==> src/rtl/perceptron_pkg.sv <==
// rtl/perceptron_pkg.sv - shared types, width helpers and saturation for the perceptron MAC
package perceptron_pkg;

    localparam int SAT_W = 128;

    typedef enum logic [1:0] {IDLE, ACCUM, DONE} mac_state_t;

    function automatic int calc_w(input int sign, input int q_m, input int q_n);
        return sign + q_m + q_n;
    endfunction

    function automatic int calc_acc_w(input int w, input int q_n, input int n_inputs);
        return 2 * w - q_n + $clog2(n_inputs + 1);
    endfunction

    // Returns {overflow, value}; value is the clamp to a w-bit signed range, sign-extended to SAT_W.
    function automatic logic [SAT_W:0] sat_to_w(input logic signed [SAT_W-1:0] acc, input int w);
        logic signed [SAT_W-1:0] hi;
        logic signed [SAT_W-1:0] lo;
        hi = $signed((SAT_W'(1) << (w - 1)) - SAT_W'(1));
        lo = ~hi;
        if (acc > hi) begin
            sat_to_w = {1'b1, hi};
        end else if (acc < lo) begin
            sat_to_w = {1'b1, lo};
        end else begin
            sat_to_w = {1'b0, acc};
        end
    endfunction

endpackage

==> src/rtl/fxp_mul.sv <==
// rtl/fxp_mul.sv - combinational signed fixed-point multiply rescaled by Q_N fractional bits
module fxp_mul #(
    parameter int W   = 33,
    parameter int Q_N = 16
) (
    input  logic signed [W-1:0]       a_i,
    input  logic signed [W-1:0]       b_i,
    output logic signed [2*W-Q_N-1:0] p_o
);

    logic signed [2*W-1:0] full;

    assign full = a_i * b_i;
    // Arithmetic shift rounds toward -inf; the dropped top bits are pure sign copies.
    assign p_o  = (2*W-Q_N)'(full >>> Q_N);

endmodule

==> src/rtl/perceptron_mac.sv <==
// rtl/perceptron_mac.sv - bias + sum(x*w) accumulator with saturated valid/ready result port
module perceptron_mac
    import perceptron_pkg::*;
#(
    parameter int SIGN     = 1,
    parameter int Q_M      = 16,
    parameter int Q_N      = 16,
    parameter int N_INPUTS = 4,
    localparam int W       = calc_w(SIGN, Q_M, Q_N)
) (
    input  logic         clk_i,
    input  logic         rst_ni,
    input  logic         start_i,
    input  logic [W-1:0] bias_i,
    input  logic         x_valid_i,
    output logic         x_ready_o,
    input  logic [W-1:0] x_i,
    input  logic [W-1:0] w_i,
    output logic [W-1:0] summation_o,
    output logic         summation_valid_o,
    input  logic         summation_ready_i,
    output logic         overflow_o,
    output logic         busy_o
);

    localparam int ACC_W  = calc_acc_w(W, Q_N, N_INPUTS);
    localparam int PROD_W = 2 * W - Q_N;
    localparam int CNT_W  = $clog2(N_INPUTS + 1);
    localparam logic [CNT_W-1:0] LAST = CNT_W'(N_INPUTS - 1);

    mac_state_t              state_q, state_d;
    logic signed [ACC_W-1:0] acc_q, acc_d, acc_sum;
    logic [CNT_W-1:0]        count_q, count_d;
    logic [W-1:0]            sum_q, sum_d;
    logic                    ovf_q, ovf_d;
    logic signed [PROD_W-1:0] prod;
    logic [SAT_W:0]          sat;

    fxp_mul #(
        .W   (W),
        .Q_N (Q_N)
    ) u_mul (
        .a_i (x_i),
        .b_i (w_i),
        .p_o (prod)
    );

    assign acc_sum = acc_q + {{(ACC_W-PROD_W){prod[PROD_W-1]}}, prod};
    assign sat     = sat_to_w({{(SAT_W-ACC_W){acc_sum[ACC_W-1]}}, acc_sum}, W);

    always_comb begin
        state_d = state_q;
        acc_d   = acc_q;
        count_d = count_q;
        sum_d   = sum_q;
        ovf_d   = ovf_q;
        case (state_q)
            IDLE: begin
                if (start_i) begin
                    acc_d   = {{(ACC_W-W){bias_i[W-1]}}, bias_i};
                    count_d = '0;
                    state_d = ACCUM;
                end
            end
            ACCUM: begin
                if (x_valid_i) begin
                    acc_d   = acc_sum;
                    count_d = count_q + 1'b1;
                    // Result registers load on the final beat so DONE presents a stable value.
                    if (count_q == LAST) begin
                        sum_d   = W'(sat[SAT_W-1:0]);
                        ovf_d   = sat[SAT_W];
                        state_d = DONE;
                    end
                end
            end
            DONE: begin
                if (summation_ready_i) begin
                    state_d = IDLE;
                end
            end
            default: state_d = IDLE;
        endcase
    end

    always_ff @(posedge clk_i or negedge rst_ni) begin
        if (!rst_ni) begin
            state_q <= IDLE;
            acc_q   <= '0;
            count_q <= '0;
            sum_q   <= '0;
            ovf_q   <= 1'b0;
        end else begin
            state_q <= state_d;
            acc_q   <= acc_d;
            count_q <= count_d;
            sum_q   <= sum_d;
            ovf_q   <= ovf_d;
        end
    end

    assign x_ready_o         = (state_q == ACCUM);
    assign summation_valid_o = (state_q == DONE);
    assign busy_o            = (state_q != IDLE);
    assign summation_o       = sum_q;
    assign overflow_o        = ovf_q;

endmodule

==> config.mk <==
export PLATFORM = sky130hd
export DESIGN_NAME = perceptron_mac
export DESIGN_NICKNAME = d
export VERILOG_FILES = /design/src/rtl/perceptron_pkg.sv /design/src/rtl/fxp_mul.sv /design/src/rtl/perceptron_mac.sv
export SDC_FILE = /design/constraint.sdc
export NUM_CORES = 2
export LEC_CHECK = 0
export ABC_AREA = 1
export ABC_CLOCK_PERIOD_IN_PS = 3050
export CORE_UTILIZATION = 29
export DETAILED_ROUTE_END_ITERATION = 8
export PLACE_DENSITY = 0.52
export SLEW_MARGIN = 20
export SYNTH_ARGS = -nofsm -noshare
export SYNTH_HDL_FRONTEND = slang
export SYNTH_SLANG_ARGS = --single-unit
==> constraint.sdc <==
create_clock -name clk_i -period 3.05 [get_ports clk_i]
set_input_delay 0.4575 -clock clk_i [delete_from_list [all_inputs] [get_ports clk_i]]
set_output_delay 0.4575 -clock clk_i [all_outputs]
set_load 0.01 [all_outputs]
==> impl_metrics.yaml <==
worst_setup_path:
  cp_slowest_cell: "fa_2"
  r2r_setup_slack_ns: -0.24
  cp_common_cell: "fa_1"
  r2r_start: "acc_q[13]"
  setup.worst_path.end: "summation_o[18]"
  max_stage_delay_ns: 0.67
  r2r_cells: 22
  endpoint_kind: "flop"
  cp-startpoint: "x_i[27]"
  timing.rr.end: "summation_o[18]"
  cp_max_fo: 8
  cp.arrival_ns: 10.00
  start_kind: "primary input"
  worstSetupPathType: "in2reg"
  worst-endpoint-required_ns: 3.38
synthesis:
  ys_ff_latch: 92
  yosysSeqAreaShare_pct: 4.746
  ys_async_sr_fraction_pct: 100.0
  syn-num-nets: 7894
  synth_cell_type_count: 49
  synthCells: 6373
  yosysMostFrequentCell: "inv_1"
  syn_area_um2: 48510
  avgSynthCellArea_um2: 7.612
  synth_warnings: 0
  yosys-top-cells-area: "fa_1 47%, inv_1 15%, nand2_1 13%"
  synth_flop_cell: "dfrtp_1"
  synth-edff-count: 0
  yosysTopAreaCell: "fa_1"
  synth_top_cell_area_share_pct: 47.25
  synthTopCellsByCount: "1954 x inv_1, 1676 x nand2_1, 1145 x fa_1, 277 x clkbuf_1, 272 x ha_1"
global_route:
  grt_pass1_vias: 46360
  grt_overflow: 0
  grt_pass1_wl_um: 271200
  grt_max_degree: 41
  track_usage_pct: 20.84
  antenna_found_initial: 0
layout:
  drive_gt1_share_pct: 27.72
  regArea_um2: 2302
  nNetsFinal: 8814
  fillerInstances: 16930
  area_delta_synth_final_pct: 37.46
  diodes: 0
  multi_input_area_um2: 41940
  final_util_pct: 40.28
cts:
  clkTransAtPathRegs_ns: 0.09
  numCtsBuffers: 9
  cts_max_level: 3
  cts_tree: "built"
  cts_max_path_buffers: 2
  cts-root-buf: "clkbuf_16"
  clk_latency_ns: 0.39
  clkSinkCount: 92
run_status:
  status: "complete, but fails checks"
  violations: "negative setup slack"
sta:
  slew_viol_final: 0
  timing.hold.ws_ns: 0.05275
  fin_skew_ns: 0.01468
  max_freq_mhz: 103.4
  worstMarginPinSlew_ns: 0.6159
  fin_crit_ns: 9.672
  slew_headroom_pct: 58.94
  period_share_pct: 317.1
  setup_violations: 87
  rsz0062_at_grt: "yes"
  hold_violations: 0
  setup_slack_ns: -6.622
route:
  drt_iter0_drc: 2414
  drt_wl_total_um: 171100
  num_vias: 42340
  ant_nets: 0
  first_pass_iters: 6
  viasPerCell: 4.463
  drc: 0
  wire_per_inst_um: 18.03
floorplan:
  rows: 149
  die_w_um: 411.0
  dieArea_um2: 168900
  fp.dieH_um: 411.0
  initial_core_util_pct: 29.30
  design.core.area_um2: 165500
  ios: 141
job:
  max_cap_violations: 0
placed_design:
  finalWeightedCongestion: 0.9157
  hpwl_um: 139500
  portBuffers: 140
hold_path:
  hp-class: "in2async"
## final cells by class
type | instances | area share, %
inverter | 1961 | 11.09
sequential | 92 | 3.453
tap | 2189 | 4.107
multi-input combinational | 4027 | 62.90
clock inverter | 7 | 0.1201
clock buffer | 9 | 0.3377
timing repair buffer | 1202 | 18.00
## critical path: cells and delay by family
| family | cells | cell delay, ns |
|---|---|---|
| AO/OA/AOI/OAI | 4 | 0.65 |
| adder cells (fa/ha/maj) | 10 | 4.68 |
| XOR/XNOR | 1 | 0.18 |
| buffers and inverters | 14 | 1.68 |
| AND/OR/NAND/NOR | 18 | 2.33 |
## layout by cell type, fill, tap and decap left out, types with 13 or more instances in the layout
master	netlist	layout
fa_1	1145	1085
nand3_2	4	24
buf_12	0	107
nor3_2	4	13
xnor2_1	49	35
a21oi_1	182	68
o21ai_2	1	30
nor2_4	0	59
ha_4	0	78
buf_2	4	29
a21oi_4	0	28
nor2_1	251	139
fa_2	0	60
nand2_1	1676	1464
buf_16	0	13
dfrtp_1	92	92
ha_1	272	189
buf_8	1	28
nand2_2	18	167
nand3_1	62	34
inv_2	6	111
o21ai_0	143	69
buf_4	0	823
nand2_4	0	63
xor2_1	49	33
nand4_1	28	28
clkdlybuf4s50_1	0	73
buf_6	5	82
nor2_2	7	60
inv_1	1954	1838
a21oi_2	0	86
o21ai_1	8	47
bufbuf_16	0	27
## per-stage QoR
stage | setup slack (ns) | setup TNS [ns] | instances | cell area (um^2)
floorplan | -5.763 | -440.30 | 6373 | 49790
global placement | -8.191 | -620.98 | 9250 | 59720
CTS | -6.568 | -503.42 | 9462 | 65200
detailed placement | -8.134 | -619.09 | 9250 | 59720
finish | -6.622 | -506.38 | 9487 | 66680
global route | -7.000 | -536.01 | 9487 | 66680
## sequential cells by signal (all words and copies together) (netlist names)
register	count
acc_q	53
overflow_o	1
summation_o	33
count_q	3
state_q	2
## cell families (layout without fill, tap and decap cells)
family / after synthesis / in the layout / share of synthesized area (%)
and+or+nand+nor: 2101 / 2101 / 17.05
adders and majority gates: 1417 / 1417 / 54.27
xor gates and xnor gates: 98 / 98 / 1.769
AOI/OAI and AO/OA: 411 / 411 / 4.614
buffers and inverters: 2254 / 3179 / 17.55
DFF: 92 / 92 / 4.746
## repair_timing
action,in CTS,in global routing
gates resized for setup,1038,326
hold endpoints to repair,0,0
setup endpoints to repair,87,87
cloned,40,2
hold buffers,0,0
setup buffers,164,26
pin swaps,285,152
## per-layer routing
metal	wire, um	share of wire, %	global-route usage (%)	vias up
met5	0	0	0	-
met4	5197	3.0	5.570	0
met3	6562	3.8	1.460	169
met2	83810	49	35.87	890
met1	75520	44	28.18	21570
li1	-	-	-	19710
## how the worst min path moves through the flow
stage,startpoint,end,slack [ns],cells past startpoint
6_report,rst_ni,summation_o[1],0.05,1
5_1_grt,rst_ni,summation_o[1],0.1,1
4_1_cts,rst_ni,summation_o[1],0.08,1
3_5_place_dp,summation_o[24],summation_o[24],0.47,2
3_3_place_gp,summation_o[25],summation_o[25],0.47,2
2_1_floorplan,rst_ni,acc_q[0],0.16,0
Power is not shown: default switching activity piles up to over one toggle a cycle in this logic, so the estimate is an artifact.
